[src/rtl/random_second_led.sv]
// random_second_led
//   Push-button triggered LED timer. A raw button is synchronised and
//   debounced; each debounced press lights the external LED for a
//   pseudo-random whole number of seconds (1..MAX_SECONDS), with the
//   duration drawn from a free-running 16-bit LFSR.
//
// Ports
//   clk          system clock (CLK_HZ cycles per second)
//   rst_n        asynchronous active-low reset
//   btn_raw      raw, bouncy, asynchronous push-button, active-high
//   led_onboard  onboard LED, active-low, always ~led_ext
//   led_ext      external LED, active-high, 1 while a timed interval runs
//
// Build option
//   RANDOM_SECOND_RETRIGGER_EN  when defined, a press during an interval
//                               restarts it with a fresh random duration.
//                               When undefined, such presses are ignored.

module random_second_led #(
  parameter int unsigned CLK_HZ          = 25000000,
  parameter int unsigned DEBOUNCE_CYCLES = 1000,
  parameter int unsigned MAX_SECONDS     = 8
) (
  input  logic clk,
  input  logic rst_n,
  input  logic btn_raw,
  output logic led_onboard,
  output logic led_ext
);

  localparam int unsigned DB_W  = $clog2(DEBOUNCE_CYCLES + 1);
  localparam int unsigned SEC_W = (CLK_HZ > 1) ? $clog2(CLK_HZ) : 1;
  localparam int unsigned DUR_W = $clog2(MAX_SECONDS);
  localparam int unsigned REM_W = DUR_W + 1;

  localparam logic [15:0]      LFSR_SEED = 16'hACE1;
  localparam logic [DB_W-1:0]  DB_LAST   = DB_W'(DEBOUNCE_CYCLES - 1);
  localparam logic [SEC_W-1:0] SEC_LAST  = SEC_W'(CLK_HZ - 1);

  if (DEBOUNCE_CYCLES < 1) begin : g_bad_debounce
    $error("DEBOUNCE_CYCLES must be at least 1");
  end
  if (MAX_SECONDS < 2 || MAX_SECONDS > 256 ||
      (MAX_SECONDS & (MAX_SECONDS - 1)) != 0) begin : g_bad_max_seconds
    $error("MAX_SECONDS must be a power of two in 2..256");
  end

  typedef enum logic {
    S_IDLE = 1'b0,
    S_ON   = 1'b1
  } state_t;

  // ---------------------------------------------------------------------
  // Synchroniser
  // ---------------------------------------------------------------------
  logic sync1_q;
  logic sync2_q;

  always_ff @(posedge clk or negedge rst_n) begin
    if (!rst_n) begin
      sync1_q <= 1'b0;
      sync2_q <= 1'b0;
    end else begin
      sync1_q <= btn_raw;
      sync2_q <= sync1_q;
    end
  end

  // ---------------------------------------------------------------------
  // Debounce: the level flips only after DEBOUNCE_CYCLES consecutive
  // synchronised samples that disagree with it.
  // ---------------------------------------------------------------------
  logic [DB_W-1:0] db_cnt_q,  db_cnt_d;
  logic            db_lvl_q,  db_lvl_d;
  logic            db_prev_q;
  logic            press_q;

  always_comb begin
    db_cnt_d = '0;
    db_lvl_d = db_lvl_q;
    if (sync2_q != db_lvl_q) begin
      // The sample that would bring the count to DEBOUNCE_CYCLES commits
      // the new level instead of being counted.
      if (db_cnt_q == DB_LAST) begin
        db_lvl_d = sync2_q;
        db_cnt_d = '0;
      end else begin
        db_cnt_d = db_cnt_q + DB_W'(1);
      end
    end
  end

  always_ff @(posedge clk or negedge rst_n) begin
    if (!rst_n) begin
      db_cnt_q  <= '0;
      db_lvl_q  <= 1'b0;
      db_prev_q <= 1'b0;
      press_q   <= 1'b0;
    end else begin
      db_cnt_q  <= db_cnt_d;
      db_lvl_q  <= db_lvl_d;
      db_prev_q <= db_lvl_q;
      // One-cycle pulse on the debounced rising edge; releases ignored.
      press_q   <= db_lvl_q & ~db_prev_q;
    end
  end

  // ---------------------------------------------------------------------
  // LFSR: x^16+x^14+x^13+x^11+1, Fibonacci, shifting left, free running.
  // ---------------------------------------------------------------------
  logic [15:0] lfsr_q, lfsr_d;

  always_comb begin
    lfsr_d = {lfsr_q[14:0], lfsr_q[15] ^ lfsr_q[13] ^ lfsr_q[12] ^ lfsr_q[10]};
  end

  always_ff @(posedge clk or negedge rst_n) begin
    if (!rst_n) begin
      lfsr_q <= LFSR_SEED;
    end else begin
      lfsr_q <= lfsr_d;
    end
  end

  logic [REM_W-1:0] duration;

  always_comb begin
    duration = REM_W'(lfsr_q[DUR_W-1:0]) + REM_W'(1);
  end

  // ---------------------------------------------------------------------
  // Interval FSM
  // ---------------------------------------------------------------------
  state_t           state_q,   state_d;
  logic [SEC_W-1:0] sec_cnt_q, sec_cnt_d;
  logic [REM_W-1:0] secs_q,    secs_d;
  logic             led_ext_q;
  logic             led_onb_q;

  always_comb begin
    state_d   = state_q;
    sec_cnt_d = sec_cnt_q;
    secs_d    = secs_q;
    unique case (state_q)
      S_IDLE: begin
        if (press_q) begin
          secs_d    = duration;
          sec_cnt_d = '0;
          state_d   = S_ON;
        end
      end
      S_ON: begin
`ifdef RANDOM_SECOND_RETRIGGER_EN
        // A fresh press wins over a coincident end-of-second so the
        // interval is reloaded rather than terminated.
        if (press_q) begin
          secs_d    = duration;
          sec_cnt_d = '0;
        end else begin
`else
        begin
`endif
          if (sec_cnt_q == SEC_LAST) begin
            sec_cnt_d = '0;
            secs_d    = secs_q - REM_W'(1);
            if (secs_q == REM_W'(1)) begin
              state_d = S_IDLE;
            end
          end else begin
            sec_cnt_d = sec_cnt_q + SEC_W'(1);
          end
        end
      end
      default: state_d = S_IDLE;
    endcase
  end

  always_ff @(posedge clk or negedge rst_n) begin
    if (!rst_n) begin
      state_q   <= S_IDLE;
      sec_cnt_q <= '0;
      secs_q    <= '0;
      led_ext_q <= 1'b0;
      led_onb_q <= 1'b1;
    end else begin
      state_q   <= state_d;
      sec_cnt_q <= sec_cnt_d;
      secs_q    <= secs_d;
      // LEDs are loaded from the next state so they are true flop outputs
      // that track the state register without an extra cycle of delay.
      led_ext_q <= (state_d == S_ON);
      led_onb_q <= (state_d != S_ON);
    end
  end

  assign led_ext     = led_ext_q;
  assign led_onboard = led_onb_q;

endmodule

[config.mk]
export PLATFORM = sky130hd
export DESIGN_NAME = random_second_led
export DESIGN_NICKNAME = d
export VERILOG_FILES = /design/src/rtl/random_second_led.sv
export SDC_FILE = /design/constraint.sdc
export NUM_CORES = 1
export LEC_CHECK = 0
export BUFFER_PORTS_ARGS = -buffer_cell sky130_fd_sc_hd__buf_4
export CAP_MARGIN = 20
export CORE_MARGIN = 8
export CORE_UTILIZATION = 24
export DETAILED_ROUTE_END_ITERATION = 8
export PLACE_DENSITY = 0.37
export SKIP_CTS_REPAIR_TIMING = 1
export SYNTH_ARGS = -nofsm -noshare
export SYNTH_HDL_FRONTEND = slang
export SYNTH_SLANG_ARGS = --single-unit
[constraint.sdc]
create_clock -name clk -period 2.3 [get_ports clk]
set_input_delay 0.115 -clock clk [delete_from_list [all_inputs] [get_ports clk]]
set_output_delay 0.115 -clock clk [all_outputs]
set_load 0.005 [all_outputs]
==> results.json <==
{
  "fin_crit_sh_pct": 92.1,
  "crit_path_end_kind": "flop",
  "port_buffers": 4,
  "setup-violations-final": 0,
  "cts_max_path_buffers": 2,
  "cts_tree": "done",
  "fmax_mhz": 472,
  "coreArea_um2": 11900,
  "synth.most_common_cell": "dfrtp_1",
  "finalInstanceArea_um2": 3480,
  "max_cap_violations": 0,
  "clkTransAtPathRegs_ns": 0.06,
  "worstRegToRegCells": 6,
  "fin_crit_ns": 2.12,
  "area.growth.synth_to_final_pct": 20.9,
  "initial_utilization_pct": 24.3,
  "stdcell_count": 449,
  "io_pins": 5,
  "synth_fp_nets": 289,
  "place_congestion": 0.729,
  "async_flop_share_pct": 100,
  "grt_max_degree": 63,
  "die_w_um": 126,
  "reg2reg_slack_ns": 0.18,
  "antenna_found_initial": 0,
  "startpoint": "sec_cnt_q[0]",
  "r2r_start": "sec_cnt_q[0]",
  "rsz0062_at_grt": "false",
  "synth-edff-count": 0,
  "crit_arrival_ns": 2.33,
  "synthFlopType": "dfrtp_1",
  "timing.final.hold_violations": 0,
  "critPathKind": "reg -> reg",
  "wl_per_cell_um": 13.9,
  "synth_top_area_share_pct": 46.1,
  "syn_inst": 281,
  "syn_area_um2": 2880,
  "reg2reg_to": "sec_cnt_q[18]",
  "grt_pass1_vias": 2031,
  "pwr_density_cell_nw_per_um2": 781,
  "numCtsBuffers": 9,
  "hpwl_um": 3970,
  "worstHoldPathType": "reg -> reg",
  "grt_pass1_wl_um": 10500,
  "synth_commonest_cells": "dfrtp_1 (53), nand2_1 (37), nor2_1 (24)",
  "drt-initial-drc-count": 122,
  "worst_slew_pin_slew_ns": 0.817,
  "yosysWarnings": 0,
  "fin_worst_skew_ns": 0.00455,
  "placed_area_um2": 3110,
  "critPathLaunchType": "flop",
  "ant_nets": 0,
  "drc": 0,
  "cellLeakagePower_uw": 0.00142,
  "vdd_drop_max_mv": 0.289,
  "hp-start": "lfsr_q[14]",
  "status": "complete, no violations",
  "slew_headroom_pct": 45.6,
  "die_area_um2": 15800,
  "synthTopCellsByArea": "dfrtp_1 (46%), dfstp_2 (8.2%), nand2_1 (4.8%)",
  "seq_area_frac_synth_pct": 54.3,
  "vias_per_cell": 4.69,
  "clock_sinks": 62,
  "nets": 305,
  "critPathMaxFanout": 9,
  "slew_violations": 0,
  "grtUsageTotal_pct": 8.48,
  "rows": 40,
  "die_h_um": 126,
  "postSynthAreaPerCell_um2": 10.2,
  "htreeDepth": 3,
  "synth.distinct_cells": 47,
  "ys_ff_latch": 62,
  "holdPathEnd": "lfsr_q[15]",
  "grt_remaining_overflow": 0,
  "drive_gt1_share_pct": 15.6,
  "wirelength_um": 6260,
  "tns_ns": 0,
  "critPathRequiredTime_ns": 2.51,
  "cts-root-buf": "clkbuf_16",
  "placed_cells": 431,
  "num_vias": 2106,
  "synth_top_cell_by_area": "dfrtp_1",
  "clk-insertion-delay-late_ns": 0.33,
  "dr.pass1.iters": 4,
  "diodes": 0,
  "hold_depth": 0
}
==> cell families (layout without fill, tap and decap cells) <==
group	count (synthesis)	after routing	share of synthesized area (%)
flip-flops	62	62	54.3
adder cells (fa/ha/maj)	5	5	2.17
multiplexers	7	7	2.52
XOR/XNOR	17	17	5.17
AO/OA/AOI/OAI	57	57	12.4
AND/OR/NAND/NOR	113	113	20.3
buffers and inverters	20	41	3.22
==> cell usage in the layout, fill, tap and decap left out, types with 2 or more instances in the layout <==
| cell | n |
|---|---|
| and3_1 | 3 |
| nand2b_1 | 2 |
| mux2i_1 | 5 |
| bufinv_16 | 3 |
| dlygate4sd3_1 | 2 |
| inv_1 | 11 |
| nand3b_1 | 2 |
| a21oi_1 | 16 |
| nor2_1 | 24 |
| a41oi_1 | 3 |
| clkbuf_16 | 9 |
| or4_1 | 2 |
| or2_2 | 2 |
| nand3_1 | 12 |
| mux2_2 | 2 |
| a22oi_1 | 2 |
| buf_4 | 11 |
| xor2_1 | 5 |
| a21boi_0 | 2 |
| dfstp_2 | 9 |
| dfrtp_1 | 53 |
| a31oi_1 | 10 |
| ha_1 | 5 |
| inv_6 | 2 |
| nand2_1 | 37 |
| nor4_1 | 4 |
| o21a_1 | 3 |
| nor3_1 | 5 |
| xnor2_1 | 12 |
| nand4_1 | 9 |
| o41ai_1 | 2 |
| o21ai_0 | 13 |
==> sequential cells by signal (all words and copies together), names as in the netlist <==
name         cells
db_cnt_q        10
db_lvl_q         1
db_prev_q        1
led_ext          1
led_onboard      1
lfsr_q          16
press_q          1
sec_cnt_q       25
secs_q           4
sync1_q          1
sync2_q          1
==> critical path, stage by stage, from the launching register on <==
cell and delay (ns):
dfrtp_1 0.40, ha_1 0.24, nand2_1 0.14, or4_1 0.72, o31a_1 0.30, o21ai_0 0.15
nand2_1 0.06
==> stage by stage <==
step	util [%]	setup slack, ns	hold WS (ns)	total power (uW)
finish	29.3	0.182	0.349	2720
global route	29.3	0.0366	0.354	2810
CTS	29.2	0.187	-0.116	2760
detailed placement	26.3	0.200	0.233	1160
global placement	26.3	0.220	0.228	1160
floorplan	-	0.389	-0.181	1130
==> report_power, final <==
group	internal, uW	leakage (uW)	switching [uW]
clock network	1060	0.000166	514
logic	9.21	0.000432	28.1
registers	1100	0.000827	4.08
total	2170	0.00142	546
==> metal layers <==
metal	up-vias	global-route usage [%]	routed length [um]
met4	0	6.23	195
met2	27	12.2	2700
met3	11	1.87	171
li1	1031	-	-
met5	-	0	0
met1	1037	11.0	3190
==> area by class of cell <==
| class | count | area, um^2 |
|---|---|---|
| Fill cell | 1194 | 8380 |
| Sequential cell | 62 | 1560 |
| Multi-Input combinational cell | 199 | 1220 |
| Clock buffer | 9 | 225 |
| Tap cell | 147 | 184 |
| Timing Repair Buffer | 14 | 123 |
| Clock inverter | 7 | 120 |
| Inverter | 11 | 41.3 |
==> worst max-delay path by stage <==
stage | endpoint | slack [ns] | cells after the start
finish | sec_cnt_q[18] | 0.18 | 6
global route | sec_cnt_q[18] | 0.04 | 6
global placement | sec_cnt_q[3] | 0.22 | 6
detailed placement | sec_cnt_q[18] | 0.20 | 6
floorplan | sec_cnt_q[9] | 0.39 | 6
CTS | sec_cnt_q[18] | 0.19 | 6
Note: power is estimated with default switching activity, not from simulation.
